[config.mk]
export PLATFORM = sky130hd
export DESIGN_NAME = wm8731_adc_rx
export DESIGN_NICKNAME = d
export VERILOG_FILES = /design/src/rtl/wm8731_pkg.sv /design/src/rtl/pin_sync_edge.sv /design/src/rtl/wm8731_adc_rx.sv
export SDC_FILE = /design/constraint.sdc
export NUM_CORES = 1
export LEC_CHECK = 0
export ABC_AREA = 1
export BUFFER_PORTS_ARGS = -buffer_cell sky130_fd_sc_hd__buf_2
export CORE_MARGIN = 1.5
export CORE_UTILIZATION = 39
export DETAILED_ROUTE_END_ITERATION = 6
export SYNTH_ARGS = -nofsm -noshare
export SYNTH_HDL_FRONTEND = slang
export SYNTH_SLANG_ARGS = --single-unit
[constraint.sdc]
create_clock -name clk -period 3.8 [get_ports clk]
set_clock_uncertainty 0.2 [all_clocks]
set_input_delay 0.76 -clock clk [delete_from_list [all_inputs] [get_ports clk]]
set_output_delay 0.76 -clock clk [all_outputs]
set_load 0.05 [all_outputs]
[src/rtl/wm8731_pkg.sv]
// Types and defaults shared by the WM8731 codec interface (ADC receiver and DAC serialiser).
package wm8731_pkg;

  localparam int unsigned AUDIO_W = 16;

  typedef enum logic [1:0] {
    IDLE,
    DELAY,
    SHIFT,
    WAIT
  } rx_state_t;

  typedef enum logic {
    LEFT,
    RIGHT
  } channel_t;

endpackage

[src/rtl/pin_sync_edge.sv]
// Multi-flop synchroniser for a codec pin, with registered level and edge strobes.
module pin_sync_edge #(
  parameter int unsigned STAGES = 2
) (
  input  logic clk,
  input  logic reset,
  input  logic pin,
  output logic level,
  output logic rise,
  output logic fall
);

  logic [STAGES-1:0] sync;

  // level acts as the history flop, so the strobes stay aligned with it
  always_ff @(posedge clk or posedge reset) begin
    if (reset) begin
      sync  <= '0;
      level <= 1'b0;
      rise  <= 1'b0;
      fall  <= 1'b0;
    end else begin
      sync  <= {sync[STAGES-2:0], pin};
      level <= sync[STAGES-1];
      rise  <= sync[STAGES-1] & ~level;
      fall  <= ~sync[STAGES-1] & level;
    end
  end

endmodule

[src/rtl/wm8731_adc_rx.sv]
// I2S capture receiver for the WM8731 ADC: deserialises left/right words and
// hands each complete stereo pair to the system clock domain via valid/ready.
module wm8731_adc_rx
  import wm8731_pkg::*;
#(
  parameter int unsigned SAMPLE_WIDTH = AUDIO_W,
  parameter int unsigned SYNC_STAGES  = 2
) (
  input  logic                    clk,
  input  logic                    reset,
  input  logic                    AUD_BCLK,
  input  logic                    AUD_ADCLRCK,
  input  logic                    AUD_ADCDAT,
  output logic [SAMPLE_WIDTH-1:0] sample_left,
  output logic [SAMPLE_WIDTH-1:0] sample_right,
  output logic                    sample_valid,
  input  logic                    sample_ready,
  output logic                    overrun,
  output logic                    frame_err,
  input  logic                    clear_flags
);

  localparam int unsigned CNT_W = $clog2(SAMPLE_WIDTH);

  logic bclk_rise, bclk_level_unused, bclk_fall_unused;
  logic lrck_level, lrck_rise, lrck_fall, lrck_edge;
  logic [SYNC_STAGES:0] dat_pipe;
  logic data_s;

  rx_state_t state, state_next;
  channel_t  chan;
  logic [CNT_W-1:0]        bit_cnt;
  logic [SAMPLE_WIDTH-2:0] shreg;
  logic [SAMPLE_WIDTH-1:0] left_hold, word;
  logic pair_ok;
  logic start_half, short_frame, shift_en, last_bit, commit, accept;

  pin_sync_edge #(.STAGES(SYNC_STAGES)) u_bclk_sync (
    .clk   (clk),
    .reset (reset),
    .pin   (AUD_BCLK),
    .level (bclk_level_unused),
    .rise  (bclk_rise),
    .fall  (bclk_fall_unused)
  );

  pin_sync_edge #(.STAGES(SYNC_STAGES)) u_lrck_sync (
    .clk   (clk),
    .reset (reset),
    .pin   (AUD_ADCLRCK),
    .level (lrck_level),
    .rise  (lrck_rise),
    .fall  (lrck_fall)
  );

  // One extra flop matches the registered strobe latency of pin_sync_edge
  always_ff @(posedge clk or posedge reset) begin
    if (reset) dat_pipe <= '0;
    else       dat_pipe <= {dat_pipe[SYNC_STAGES-1:0], AUD_ADCDAT};
  end

  assign data_s    = dat_pipe[SYNC_STAGES];
  assign lrck_edge = lrck_rise | lrck_fall;

  always_ff @(posedge clk or posedge reset) begin
    if (reset) state <= IDLE;
    else       state <= state_next;
  end

  always_comb begin
    state_next  = state;
    start_half  = 1'b0;
    short_frame = 1'b0;
    shift_en    = 1'b0;
    last_bit    = 1'b0;
    case (state)
      IDLE: if (lrck_fall) begin
        state_next = DELAY;
        start_half = 1'b1;
      end
      DELAY: begin
        if (lrck_edge) begin
          short_frame = 1'b1;
          start_half  = 1'b1;
        end else if (bclk_rise) begin
          state_next = SHIFT;
        end
      end
      SHIFT: begin
        if (lrck_edge) begin
          short_frame = 1'b1;
          start_half  = 1'b1;
          state_next  = DELAY;
        end else if (bclk_rise) begin
          shift_en = 1'b1;
          if (bit_cnt == CNT_W'(SAMPLE_WIDTH - 1)) begin
            last_bit   = 1'b1;
            state_next = WAIT;
          end
        end
      end
      WAIT: if (lrck_edge) begin
        state_next = DELAY;
        start_half = 1'b1;
      end
      default: state_next = IDLE;
    endcase
    word   = {shreg, data_s};
    commit = last_bit && (chan == RIGHT) && pair_ok;
    accept = sample_valid && sample_ready;
  end

  // A left half always opens a fresh pair; a short left word poisons the pair
  always_ff @(posedge clk or posedge reset) begin
    if (reset) begin
      chan      <= LEFT;
      bit_cnt   <= '0;
      shreg     <= '0;
      left_hold <= '0;
      pair_ok   <= 1'b0;
    end else if (start_half) begin
      chan    <= lrck_level ? RIGHT : LEFT;
      bit_cnt <= '0;
      pair_ok <= lrck_fall | (pair_ok & ~short_frame);
    end else if (shift_en) begin
      shreg   <= word[SAMPLE_WIDTH-2:0];
      bit_cnt <= last_bit ? '0 : bit_cnt + 1'b1;
      if (last_bit && chan == LEFT) left_hold <= word;
    end
  end

  always_ff @(posedge clk or posedge reset) begin
    if (reset) begin
      sample_left  <= '0;
      sample_right <= '0;
      sample_valid <= 1'b0;
      overrun      <= 1'b0;
      frame_err    <= 1'b0;
    end else begin
      if (commit && (!sample_valid || sample_ready)) begin
        sample_left  <= left_hold;
        sample_right <= word;
        sample_valid <= 1'b1;
      end else if (accept) begin
        sample_valid <= 1'b0;
      end
      if (commit && sample_valid && !sample_ready) overrun <= 1'b1;
      else if (clear_flags)                        overrun <= 1'b0;
      if (short_frame)      frame_err <= 1'b1;
      else if (clear_flags) frame_err <= 1'b0;
    end
  end

endmodule
Yosys cells after proc, flatten, opt, wreduce, memory -nomap -nowiden
Cells that the tools add are included.

cells by class
  muxes and demuxes = 28
  eq/ne operators = 10
  reduce and logical (&&, ||, !) cells = 20
  bitwise gates (word level) = 12
  add/subtract/negate cells = 1

operators with widths
  cell                   number
  $mux W1                16
  $mux W2                7
  $mux W4                3
  $pmux W2 S4            1
  $reduce_bool A2 Y1     4
  $logic_and A1 B1 Y1    7
  $not A1 Y1             6
  $reduce_and A6 Y1      1
  $add A4 B1 Y4 const B  1
  $and A1 B1 Y1          4
  $eq A2 B2 Y1 const B   2
  $eq A4 B4 Y1 const B   1
  $ne A2 B1 Y1 const B   2
  $ne A2 B2 Y1 const B   2
  $ne A3 B2 Y1 const B   1
  $ne A3 B3 Y1 const B   1
  $reduce_and A3 Y1      1
  $reduce_or A3 Y1       1
  $eq A2 B1 Y1 const B   1
  $logic_not A1 Y1       2
  $logic_not A2 Y1       1
  $or A1 B1 Y1           2
  $pmux W1 S2            1
  $reduce_and A2 Y1      1
  2 further kinds        2

storage, ports and cells
  register bits = 86
  input bits = 7
  output and inout bits = 35

Longest topological paths before layout
Gate-level depths: netlist of the first run.

  word-level depth = 10
  gate-level depth with buffers = 10
  depth with buffers taken out = 9

By module
From an unflattened synthesis of the first run, not the netlist that was laid out.

second synthesis, totals
  cell total of the unflattened synthesis = 350
  area, all modules = 3543.4 um^2

by module, submodules not included
  module         area each (um^2)  cells each  sequential area each (um^2)  instances
  wm8731_adc_rx  3255.6            330         1926.8                       1
  pin_sync_edge  143.9             10          125.1                        2

Worst setup path after synthesis of the first run
No wires, ideal clock.

  path kind = input port to flip-flop
  start point = input port sample_ready
  end point = register sample_left[15]
  path slack = 2.088 ns
  path buffers = 1
  arrival time = 1.446 ns
  stages on the path = 5
  path through = inv_1 > nand2_1 > clkbuf_1 > nand4_1 > nand2_1

between the ends
  word-level cells in the longest chain between the ends = 2

RTL lines
  element               line                  RTL
  from (decl)           wm8731_adc_rx.sv:17   input logic sample_ready,
  $logic_or A1 B1 Y1    wm8731_adc_rx.sv:140  if (commit && (!sample_valid || sample_ready)) begin
  $logic_and A1 B1 Y1   wm8731_adc_rx.sv:140
  to (signal assigned)  wm8731_adc_rx.sv:141  sample_left <= left_hold;
  to (decl)             wm8731_adc_rx.sv:14   output logic [SAMPLE_WIDTH-1:0] sample_left,

No other way between the ends.
A chain may end at the register's enable or synchronous reset.

Final worst setup path of the first run
  start point = register state[0]
  end point = register bit_cnt[3]

between the ends
  word-level cells in the longest chain between the ends = 5
  elaborated cells on any way between the ends = 12

RTL lines
  element                 line                  RTL
  from (decl)             wm8731_adc_rx.sv:30   rx_state_t state, state_next;
  from (signal assigned)  wm8731_adc_rx.sv:67   else state <= state_next;
  $eq A2 B2 Y1            wm8731_adc_rx.sv:76   case (state)
  $mux W1                 wm8731_adc_rx.sv:76
  $mux W4                 wm8731_adc_rx.sv:127  bit_cnt <= last_bit ? '0 : bit_cnt + 1'b1;
  $mux W4                 wm8731_adc_rx.sv:125  end else if (shift_en) begin
  $mux W4                 wm8731_adc_rx.sv:121  end else if (start_half) begin
  to (signal assigned)    wm8731_adc_rx.sv:127
  to (decl)               wm8731_adc_rx.sv:32   logic [CNT_W-1:0] bit_cnt;

Several ways; a longest one is shown, not always the timed one. The select of a mux whose other input is x is not followed.

==> impl_metrics.json, run 1 <==
{
  "met3_length_um": 244,
  "post-cts-setup-buffer-count": 0,
  "synth-simple-area-share_pct": 27.2,
  "ys.flop_type": "dfrtp_1",
  "whs_ns": 0.153,
  "ir_worst_vdd_mv": 0.196,
  "synthAdderAreaFrac_pct": 2.46,
  "cts_tree": "done",
  "drt-met1-wl_mm": 3.34,
  "gp_congestion": 0.763,
  "violations": "DRC",
  "final-setup-viol-count": 0,
  "hold_viol_final": 0,
  "status": "complete, but fails checks",
  "rsz0062_at_grt": "no",
  "synth.distinct_cells": 22,
  "drt-initial-drc-count": 85,
  "netlist_area_um2": 3560,
  "holdPathStages": 0,
  "overflow": 0,
  "synth_top_area_share_pct": 60.4,
  "synthXorXnorAreaFrac_pct": 0.246,
  "ys_seq_elements": 86,
  "r2r-start": "state[0]",
  "cts_buffers": 9,
  "syn-instance-count": 373,
  "syn_avg_cell_area_um2": 9.56,
  "fin_crit_sh_pct": 55.7,
  "dr_total_vias": 2564,
  "required_ns": 3.82,
  "clock_sinks": 86,
  "p_leak_uw": 0.00227,
  "nFillCells": 864,
  "critPathCaptureType": "flop",
  "startpoint_type": "flop",
  "max_slew_margin_pct": 45.2,
  "critical_path.cell_chain": "inv_1 > ha_1 > nand3_1 > buf_4 > clkinv_1 > nand3_1 > o21ai_0",
  "critPathSlowestCell": "dfrtp_1",
  "wl_mm": 6.89,
  "cts_resized": 0,
  "die_w_um": 98.6,
  "yosysMostFrequentCell": "nand2_1",
  "core_um2": 8810,
  "r2r_slack_ns": 1.68,
  "min_path_type": "reg -> reg",
  "critical_path.startpoint": "state[0]",
  "crit_path_frequent_cell": "nand3_1",
  "nNetsFinal": 428,
  "fin_setup_tns_ns": 0,
  "synth_area_leader_cell": "dfrtp_1",
  "grt_pass1_wl_mm": 12.3,
  "yosys_warnings": 0,
  "grt.total_usage_pct": 15.8,
  "synthTopCellsByArea": "dfrtp_1 60%, nand2_1 16%, nand4_1 6.0%",
  "ys_async_sr_fraction_pct": 100,
  "hpwl_mm": 4.59,
  "placementRows": 34,
  "synth_edf_count": 0,
  "die_y_um": 98.6,
  "die-area_um2": 9720,
  "powerDensity_nw_per_um2": 482,
  "worstSkewPairLatency_ns": 0.36,
  "antenna_left": 0,
  "yosysSeqAreaShare_pct": 60.4,
  "worstSetupPathType": "reg -> reg",
  "synth_fp_nets": 387,
  "grt_pass1_vias": 2642,
  "crit_fanout": 21,
  "routedWlPerCell_um": 13.1,
  "slew_violations": 0,
  "fin_util_pct": 46.0,
  "syn2layout_area_growth_pct": 13.5,
  "clock-root-buffer": "clkbuf_8",
  "clk_pin_slew_ns": 0.09,
  "ctsHoldBuffers": 0,
  "clock.fmax_mhz": 472,
  "antenna_found_initial": 0,
  "r2r_cells": 7,
  "drv_cap": 0,
  "r2r-end": "bit_cnt[3]",
  "clock_path_buffers": 2,
  "synthMuxAreaShare_pct": 0,
  "critPathMaxStageDelay_ns": 0.43,
  "arrival_ns": 2.14,
  "cts_htree_levels": 3,
  "met2_wirelength_mm": 3.21,
  "drive_gt1_share_pct": 17.2,
  "antennaDiodeCount": 0,
  "synth_compound_area_share_pct": 3.16,
  "initial_core_util_pct": 40.5,
  "multi_input_area_um2": 1180,
  "dr.pass1.iters": 7,
  "top_layer": "met4",
  "tightest_slew_ns": 0.821,
  "seqCellArea_um2": 2150,
  "grt_start_max_net_pins": 50,
  "vias_per_cell": 4.87,
  "whs_endpoint": "dat_pipe[1]",
  "min-delay-start": "dat_pipe[0]",
  "design.portCount": 42,
  "port_buffers": 41,
  "synth_top_family_by_area": "simple AND/OR/NAND/NOR gates",
  "min_period_ns": 2.12,
  "synth_common_cells": "153 x nand2_1, 86 x dfrtp_1, 34 x nand4_1",
  "drc": 7
}
==> critical path, delay by kind of cell, from the launching register on <==
family,cells,cell delay (ns)
compound gates,1,0.08
fa+ha+maj,1,0.24
buf+inv,3,0.75
flops,1,0.43
simple gates,2,0.27
==> state kept, by name (all words and copies together), names as in the netlist <==
signal / count
bit_cnt: 4
sample_valid: 1
shreg: 15
dat_pipe: 3
u_lrck_sync.level: 1
overrun: 1
pair_ok: 1
u_lrck_sync.fall: 1
state: 2
frame_err: 1
u_bclk_sync.level: 1
left_hold: 16
chan: 1
u_bclk_sync.sync: 2
sample_left: 16
u_lrck_sync.sync: 2
u_lrck_sync.rise: 1
u_bclk_sync.rise: 1
sample_right: 16
==> cells by family after synthesis <==
group | Yosys count
AND/OR/NAND/NOR | 211
flip-flops | 86
buffers and inverters | 46
AO/OA/AOI/OAI | 22
adder cells (fa/ha/maj) | 7
XOR/XNOR | 1
==> metal layers <==
| layer | global-route usage, % | vias up |
|---|---|---|
| met1 | 20.9 | 1223 |
| met4 | 6.37 | 0 |
| met5 | 0 | - |
| li1 | - | 1279 |
| met3 | 3.12 | 10 |
| met2 | 25.7 | 52 |
==> power by group <==
part	switching, uW	total (uW)	internal, uW
Sequential	32.6	985	953
Clock	337	709	372
Combinational	189	256	67.5
==> cells in the final DEF (no fill, tap or decap), drive strengths merged <==
master      n
inv        27
clkinv      5
xnor2       1
ha          7
a21oi       2
nor3        1
clkinvlp    2
dfrtp      86
buf        47
clkbuf      9
o21bai      1
nand2     155
nor2        8
nand3      11
o21ai      19
bufinv      2
nand4      36
==> layout make-up <==
| class | count | area share, % |
|---|---|---|
| well taps | 108 | 3.34 |
| clock buffers | 9 | 3.06 |
| multi-input cells | 241 | 29.1 |
| clock inverters | 7 | 2.41 |
| repair buffers | 47 | 6.18 |
| flip-flops and latches | 86 | 53.2 |
| inverters | 29 | 2.72 |
==> how the worst max path moves through the flow <==
stage	endpoint	slack, ns	cells after the start
6_report	bit_cnt[3]	1.68	7
5_1_grt	sample_right[1]	1.49	7
4_1_cts	bit_cnt[3]	1.67	7
3_5_place_dp	sample_right[0]	1.49	7
3_3_place_gp	sample_left[1]	1.52	7
2_1_floorplan	bit_cnt[0]	0.62	1
==> through the flow <==
stage / std cells / setup WS (ns) / total power, uW / cell area (um2)
after floorplan: 373 / 0.618 / 1200 / 3560
after global placement: 511 / 1.52 / 1260 / 3830
after detailed placement: 511 / 1.49 / 1260 / 3830
after CTS: 527 / 1.67 / 1980 / 4050
after global routing: 527 / 1.49 / 2060 / 4050
final: 527 / 1.68 / 1950 / 4050
No activity file was read; power rests on OpenSTA's default activity.
==> inputs of run 2 (changes only) <==
- clock period: 3.8 -> 1.7 ns (I/O delays scaled with it)
==> impl_metrics.json, run 2 (synthesized netlist as in run 1, its figures left out) <==
{
  "multi_input_area_um2": 1270,
  "tightest_slew_ns": 0.444,
  "cts_htree_levels": 3,
  "antennaDiodeCount": 0,
  "port_buffers": 41,
  "critPathCaptureType": "flop",
  "status": "complete, but fails checks",
  "layout_common_cells": "144 x nand2_1, 86 x dfrtp_1, 41 x buf_2, 34 x nand4_1, 23 x inv_1",
  "cts_buffers": 9,
  "drc": 3,
  "crit_fanout": 8,
  "seqCellArea_um2": 2150,
  "gp_congestion": 0.742,
  "fin_ws_ns": -0.0133,
  "startpoint_type": "flop",
  "critPathSlowestCell": "dfrtp_1",
  "p_leak_uw": 0.00240,
  "antenna_left": 0,
  "layout_commonest_cell": "nand2_1",
  "die_y_um": 98.6,
  "required_ns": 1.74,
  "grt_pass1_wl_mm": 12.3,
  "crit_path_frequent_cell": "nand2_2",
  "wl_mm": 7.35,
  "die-area_um2": 9720,
  "grt_pass1_vias": 2582,
  "grt.total_usage_pct": 15.8,
  "power.total_uw": 4640,
  "slew_violations": 0,
  "syn2layout_area_growth_pct": 22.8,
  "nFillCells": 820,
  "drive_gt1_share_pct": 23.7,
  "place_area_um2": 3980,
  "final-setup-viol-count": 5,
  "dr.pass1.iters": 7,
  "grt_start_max_net_pins": 87,
  "cts_tree": "done",
  "largestRegisters": "left_hold x16, sample_left x16, sample_right x16",
  "hpwl_mm": 4.83,
  "vias_per_cell": 4.84,
  "fin_area_um2": 4380,
  "design.portCount": 42,
  "arrival_ns": 1.75,
  "drv_cap": 0,
  "initial_core_util_pct": 40.5,
  "dr_total_vias": 2650,
  "drt-initial-drc-count": 116,
  "min_path_type": "in -> reg",
  "violations": "DRC, setup timing",
  "clock_sinks": 86,
  "overflow": 0,
  "rsz0062_at_grt": "yes",
  "clock.fmax_mhz": 584,
  "fin_setup_tns_ns": -0.0402,
  "core_um2": 8810,
  "hold_viol_final": 0,
  "placementRows": 34,
  "routedWlPerCell_um": 13.4,
  "clock-root-buffer": "clkbuf_8",
  "powerDensity_nw_per_um2": 1060,
  "worstSetupPathType": "reg -> reg",
  "clock_path_buffers": 2,
  "ir_worst_vdd_mv": 0.419,
  "die_w_um": 98.6,
  "fin_crit_sh_pct": 101,
  "clk_pin_slew_ns": 0.08,
  "nNetsFinal": 448,
  "max_slew_margin_pct": 70.4,
  "worstSkewPairLatency_ns": 0.34,
  "min_period_ns": 1.71,
  "critical_path.cell_chain": "inv_2 > buf_6 > ha_4 > inv_2 > nand2_2 > nand2_2 > nor2_4 > nand2_4 > nand2_2 > nand2_1",
  "antenna_found_initial": 0,
  "critPathMaxStageDelay_ns": 0.39
}
## run 2: changes by cell type in the layout (fill, tap and decap cells not counted), moves of 3 or more
cell | previous run | this run
nand2_1 | 153 | 144
nand2_2 | 1 | 10
buf_4 | 6 | 14
buf_12 | 0 | 5
dlygate4sd3_1 | 0 | 4
inv_2 | 0 | 4
inv_1 | 26 | 23
## run 2: cell type report
class                      count  area share, %
sequential                    86           49.2
multi-input combinational    242           28.9
timing repair buffer          66           10.8
tap                          108           3.09
clock buffer                  11           3.00
inverter                      29           2.57
clock inverter                 5           2.46
## run 2: metal layers
metal | vias to the layer above | wire [um] | track usage (%) | part of all wire (%)
li1 | 1323 | - | - | -
met1 | 1270 | 3620 | 21.9 | 49
met2 | 48 | 3380 | 25.1 | 46
met3 | 9 | 269 | 3.69 | 3.7
met4 | 0 | 75 | 4.62 | 1.0
met5 | - | 0 | 0 | 0
## run 2: path summary, 6_finish.rpt
kind | from | end | slack, ns | cells past startpoint
setup / recovery | state[0] | left_hold[6] | -0.01 | 10
hold / removal | clear_flags | overrun | 0.04 | 4
setup reg to reg | state[0] | left_hold[6] | -0.01 | 10
hold reg to reg | dat_pipe[1] | dat_pipe[2] | 0.15 | 0
max in group asynchronous | reset | bit_cnt[1] | 0.49 | 4
min in group asynchronous | reset | sample_left[4] | 0.47 | 4
## run 2: worst max-delay path, delay by kind of cell, from the launching register on
family	cells	cell delay, ns
buf+inv	3	0.21
simple gates	6	0.70
flops	1	0.39
fa+ha+maj	1	0.12
## run 2: through the flow
step | setup WS (ns) | util [%] | hold slack, ns | std cells
2_1_floorplan | 0.0338 | - | 0.131 | 373
3_3_place_gp | -0.0278 | 45.2 | 0.133 | 525
3_5_place_dp | -0.0663 | 45.2 | 0.136 | 525
4_1_cts | 0.00356 | 48.5 | 0.0250 | 545
5_1_grt | -0.0876 | 49.7 | 0.0605 | 547
6_report | -0.0133 | 49.7 | 0.0449 | 547
## run 2: repair_timing
action | CTS | global route
gates resized for setup | 3 | 22
pin swaps | 0 | 12
buffers inserted | 0 | 1
endpoints found under the setup margin | 38 | 54
cloned | 0 | 1
hold endpoints to repair | 89 | 0
hold buffers | 4 | 0
## run 2: where the power goes
group	leakage, uW	internal [uW]	switching [uW]
Clock	0.000118	983	713
Combinational	0.00112	249	498
Sequential	0.00117	2130	71.5
Total	0.00240	3360	1280
